$ cat config.mk
export PLATFORM = sky130hd
export DESIGN_NAME = seven_seg_scan
export DESIGN_NICKNAME = d
export VERILOG_FILES = /design/src/rtl/seven_seg_scan.sv
export SDC_FILE = /design/constraint.sdc
export NUM_CORES = 1
export LEC_CHECK = 0
export CORE_UTILIZATION = 45
export CTS_CLUSTER_DIAMETER = 30
export DETAILED_ROUTE_END_ITERATION = 8
export PLACE_DENSITY = 0.63
export REMOVE_ABC_BUFFERS = 1
export SYNTH_ARGS = -nofsm -noshare
export SYNTH_HDL_FRONTEND = slang
export SYNTH_SLANG_ARGS = --single-unit
$ cat constraint.sdc
create_clock -name clk -period 5.8 [get_ports clk]
set_input_delay 0.87 -clock clk [delete_from_list [all_inputs] [get_ports clk]]
set_output_delay 0.87 -clock clk [all_outputs]
set_load 0.005 [all_outputs]
$ cat src/rtl/seven_seg_scan.sv
// Time-multiplexed 7-segment scanner: shadow digit store, per-slot blank window,
// leading-zero suppression and registered, polarity-configurable pin outputs.
module seven_seg_scan #(
  parameter int DIGITS         = 4,
  parameter int REFRESH_DIV    = 50000,
  parameter int BLANK_CYC      = 500,
  parameter int SEG_ACTIVE_LOW = 1,
  parameter int AN_ACTIVE_LOW  = 1
) (
  input  logic                  clk,
  input  logic                  rst_n,
  input  logic [4*DIGITS-1:0]   data_in,
  input  logic [DIGITS-1:0]     dp_in,
  input  logic                  load,
  input  logic                  blank_lz,
  input  logic                  enable,
  output logic [7:0]            seg_out,
  output logic [DIGITS-1:0]     an_out,
  output logic                  frame_done
);
  localparam int CW = $clog2(REFRESH_DIV);
  localparam int IW = (DIGITS > 1) ? $clog2(DIGITS) : 1;
  localparam logic [7:0]        SEG_OFF = (SEG_ACTIVE_LOW != 0) ? 8'hFF : 8'h00;
  localparam logic [DIGITS-1:0] AN_OFF  = (AN_ACTIVE_LOW != 0) ? '1 : '0;

  typedef enum logic [1:0] {IDLE, BLANK, SHOW} state_t;

  state_t                  state, nstate;
  logic [CW-1:0]           cnt, ncnt;
  logic [IW-1:0]           idx, nidx;
  logic                    nfd;
  logic [DIGITS-1:0][3:0]  shadow;
  logic [DIGITS-1:0]       dp_sh;
  logic [DIGITS:1]         hi_zero;
  logic [DIGITS-1:0]       supp;
  logic [7:0]              seg_n;
  logic [DIGITS-1:0]       an_n;

  function automatic logic [6:0] font(input logic [3:0] n);
    case (n)
      4'h0: font = 7'h3F;  4'h1: font = 7'h06;  4'h2: font = 7'h5B;  4'h3: font = 7'h4F;
      4'h4: font = 7'h66;  4'h5: font = 7'h6D;  4'h6: font = 7'h7D;  4'h7: font = 7'h07;
      4'h8: font = 7'h7F;  4'h9: font = 7'h6F;  4'hA: font = 7'h77;  4'hB: font = 7'h7C;
      4'hC: font = 7'h39;  4'hD: font = 7'h5E;  4'hE: font = 7'h79;  default: font = 7'h71;
    endcase
  endfunction

  // hi_zero[i]: every nibble from the top down to digit i is zero
  assign hi_zero[DIGITS] = 1'b1;
  assign supp[0]         = 1'b0;
  for (genvar g = DIGITS - 1; g >= 1; g--) begin : g_lz
    assign hi_zero[g] = hi_zero[g+1] & (shadow[g] == 4'h0);
    assign supp[g]    = blank_lz & hi_zero[g];
  end

  always_ff @(posedge clk or negedge rst_n) begin
    if (!rst_n) begin
      state      <= IDLE;
      cnt        <= '0;
      idx        <= '0;
      shadow     <= '0;
      dp_sh      <= '0;
      seg_out    <= SEG_OFF;
      an_out     <= AN_OFF;
      frame_done <= 1'b0;
    end else begin
      state      <= nstate;
      cnt        <= ncnt;
      idx        <= nidx;
      seg_out    <= seg_n;
      an_out     <= an_n;
      frame_done <= nfd;
      if (load) begin
        shadow <= data_in;
        dp_sh  <= dp_in;
      end
    end
  end

  always_comb begin
    nstate = IDLE;
    ncnt   = '0;
    nidx   = '0;
    nfd    = 1'b0;
    if (enable) begin
      // IDLE restarts at slot 0 of digit 0 without flagging a frame
      if (state != IDLE) begin
        if (cnt == CW'(REFRESH_DIV - 1)) begin
          if (idx == IW'(DIGITS - 1)) nfd = 1'b1;
          else                        nidx = idx + 1'b1;
        end else begin
          ncnt = cnt + 1'b1;
          nidx = idx;
        end
      end
      nstate = ({1'b0, ncnt} < (CW+1)'(BLANK_CYC)) ? BLANK : SHOW;
    end
  end

  // Output values come from next-state so pins line up with the registered cnt/idx
  always_comb begin
    an_n  = AN_OFF;
    seg_n = SEG_OFF;
    if (nstate == SHOW) begin
      an_n  = AN_OFF ^ (DIGITS'(1) << nidx);
      seg_n = SEG_OFF ^ {dp_sh[nidx], supp[nidx] ? 7'h00 : font(shadow[nidx])};
    end
  end
endmodule
==> results.md <==
- Via count of the first global-routing pass: between 1500 and 2000
- Data required time at the worst endpoint: 6.03 ns
- Share of synthesized area occupied by flip-flops and latches: about 46%
- Clock tree from TritonCTS: yes
- Post-DRT Antenna Nets: 0
- Headroom to the max-slew limit: between 20% and 30%
- Via total after detailed routing: 2129
- Clock-pin slew reported for the worst setup and hold paths after clock tree synthesis: roughly 0.10 ns
- Met2 Track Usage GR: 27.5%
- Worst setup skew after layout: roughly 0.0092 ns
- Leftover overflow at the end of global routing: 0
- Final hold violations: 0
- Dpl cell area: between 3000 and 4000 sq um
- Number of gates given a new drive strength after cts: 0
- Critical path origin: cnt[0]
- # clock sinks: 53
- Number of top-level pins: 38
- Final Setup Violations: 0
- Net switching power figure: 0.000169 W
- Setup TNS after final layout: 0 ns
- Effective utilization at floorplan: between 40% and 50%
- End of the worst register-to-register path: seg_out[3]
- Pin count of the biggest net entering global routing: 54
- Post-synth EDFFs: 0
- Unique masters post-synth: 54
- Setup repair after global routing missed its margin: no
- Minimum period implied by the final worst setup slack: between 3 and 4 ns
- Number of hold buffers added after cts: 0
- Switching share of power: 24.8%
- Async SR Flop Fraction: 100%
- TritonCTS Buffers: 5
- Internal portion of total power: about 0.00051 W
- Clock Tree Root: clkbuf_8
- Power Dens Cells: approximately 200 nW/um^2
- Aggregate global-route resource usage: a little under a fifth
- Worst Tran Pin Value: between 1 and 1.5 ns
- Startpoint of the most critical register-to-register path: cnt[0]
- Placer congestion estimate: about 0.78
- Wire length of the first global-routing pass: 9740 microns
- Max Cap Viol: 0
- Die Area: slightly below 7000 sq um
- Port bufs: 37
- Standby leakage power: 1.30 nW
- Met3 Use GR: 3.30%
- Fraction of layout instances using a drive strength above 1: between 10% and 20%
- Period utilisation layout: 59.2%
- Most area-hungry cell type in the Yosys netlist: dfrtp_1
- Die extent in y: approximately 80 microns
- Average cell area after synthesis: approximately 11 sq um
- Fraction of power consumed by combinational cells: a little under an eighth
- Worst endpoint data arrival time: roughly 3.7 ns
- Detailed router's first-iteration violation count: approximately 140
- Cells on worst reg2reg path: 12
- CP Capture Type: register
- Worst-case vdd ir drop: 0.147 mV
- Most heavily used metal layer in global routing: met1
- Count of pins over their slew limit: 0
- Post-synthesis cell area: just under 3000 sq um
- Layout area overhead: 16.3%
- Last element of the critical path: seg_out[3]
- Post-DR vias/cell: roughly 5.6
- Nature of the critical path startpoint: register
- Net count reported at finish: 338
- Met1 capacity usage during global routing: slightly below 30%
- #FFs+latches synth: 53
- Clock latency on the worst-skew pair: between 0.3 and 0.4 ns
- Final HPWL from detailed placement: about 4100 microns
- Setup slack on the worst flop-to-flop path: 2.36 ns
- Total wirelength of the detailed-routed design: 5650 microns
- Number of antenna violations at the first check in global routing: 0
- Yosys warning count: 0
- Sequential Power Share: 58.1%
- Leading register cell type out of synthesis: dfrtp_1
- Maximum buffer depth of the clock tree: 2
- Clock share of power: roughly 30%
- Maximum clock rate: just under 300 MHz
- Row count: 28
- Router iterations before antenna repair: 5
- Wirelength per Cell: roughly 15 microns
- Top cells by area, synth: dfrtp_1, dfstp_2, mux2_2
- Area of the placeable core: between 6000 and 7000 sq um
- Synth top area share: 35.5%
- Deepest level of the CTS H-tree: 2
- Critical-path maximum fanout: 7
- Setup fix buffers added after clock tree synthesis: 0
- Number of antenna diodes: 0
- Die X: 82.1 microns
- Final non-filler cell area: around 3400 sq um
- Result of the run: complete, no violations
- Hold Path Class: reg2reg
- Startpoint-to-endpoint class of the critical path: reg2reg
- Synth Instances: around 270
- Drt drc: 0
[worst max-delay path, cell delays in order, from the launching register on]
cell and delay (ns):
dfrtp_1 0.40, ha_1 0.31, nand4b_1 0.25, nor4_4 0.45
nor3_2 0.07, a211o_2 0.40, a222oi_1 0.39, a21boi_2 0.36
inv_1 0.13, ha_1 0.25, mux2i_1 0.13, and2_0 0.14
o21ai_1 0.07
[stage by stage]
step           instances  util [%]  worst slack [ns]  power [W]  hold WS, ns
3_5_place_dp         373      54.0              2.13   0.000486        0.481
5_1_grt              381      55.4              2.06   0.000717        0.524
6_report             381      55.4              2.36   0.000681        0.492
3_3_place_gp         373      54.0              2.21   0.000484        0.474
4_1_cts              381      55.4              2.38   0.000691        0.495
2_1_floorplan        260         -              2.84   0.000446        0.454
[worst min path at each step]
stage	startpoint	endpoint	slack (ns)	depth (start not counted)
after detailed placement	cnt[0]	cnt[0]	0.48	1
final	cnt[0]	cnt[0]	0.49	1
after floorplan	dp_sh[1]	seg_out[7]	0.45	3
after CTS	cnt[0]	cnt[0]	0.50	1
after global placement	cnt[0]	cnt[0]	0.47	1
after global routing	cnt[0]	cnt[0]	0.52	1
[cell usage in the layout (no fill, tap or decap), types with 2 or more instances in the layout]
cell | Yosys | routed
nor4_1 | 6 | 6
nor3_1 | 6 | 6
mux2i_1 | 7 | 7
a211oi_4 | 2 | 2
o21a_1 | 3 | 3
clkbuf_1 | 4 | 2
o21ai_0 | 10 | 10
nor2b_1 | 2 | 2
dfstp_2 | 12 | 12
and3_1 | 4 | 4
dfrtp_1 | 41 | 41
xnor2_1 | 7 | 7
clkdlybuf4s50_1 | 0 | 36
o211ai_1 | 5 | 5
or3_1 | 4 | 4
a211oi_1 | 4 | 4
inv_1 | 7 | 7
nor2_1 | 23 | 23
or2b_1 | 2 | 2
nand3b_1 | 3 | 3
o21ai_1 | 2 | 2
nand4bb_1 | 2 | 2
nand2_1 | 29 | 29
a31oi_1 | 3 | 3
a222oi_1 | 3 | 3
nand4_1 | 3 | 3
ha_1 | 8 | 8
nand2b_1 | 2 | 2
mux2_2 | 21 | 21
clkbuf_8 | 0 | 5
nand3_1 | 8 | 8
xor2_1 | 7 | 7
a21oi_1 | 5 | 5
[state kept, by name, summed over array words and instances (netlist names)]
register    count
state           2
cnt            16
frame_done      1
an_out          4
seg_out         8
idx             2
shadow         16
dp_sh           4
[power groups by stage]
stage / clock [W] / combinational [W] / sequential (W)
after global placement: 0 / 0.0000810 / 0.000403
final: 0.000204 / 0.0000820 / 0.000396
after global routing: 0.000226 / 0.0000928 / 0.000398
after CTS: 0.000212 / 0.0000833 / 0.000396
after floorplan: 0 / 0.0000471 / 0.000399
after detailed placement: 0 / 0.0000832 / 0.000403
[final cells by class]
type	instances	area, sq um
fill	554	2700
multi-input combinational	200	1440
sequential	53	1340
timing repair buffer	38	373
tap	75	93.8
clock buffer	7	76.3
inverter	7	26.3
clock inverter	1	7.51
[per-layer routing]
| layer | wire (microns) | vias to the layer above |
|---|---|---|
| met5 | 0 | - |
| met3 | 228 | 8 |
| met1 | 2900 | 1022 |
| met4 | 74 | 0 |
| li1 | - | 1044 |
| met2 | 2450 | 55 |
[cell families after synthesis]
group	Yosys count	synth area share, %
compound gates	44	11.8
mux	28	10.6
fa+ha+maj	8	3.47
simple gates	106	19.7
buf+inv	21	3.68
flops	53	46.5
xor+xnor	14	4.25
[synth_stat cells, types with 6 or more instances]
master	n
dfrtp_1	41
dfstp_2	12
ha_1	8
inv_1	7
mux2_2	21
mux2i_1	7
nand2_1	29
nand3_1	8
nor2_1	23
nor3_1	6
nor4_1	6
o21ai_0	10
xnor2_1	7
xor2_1	7
Power figures use the tool's default switching activity.
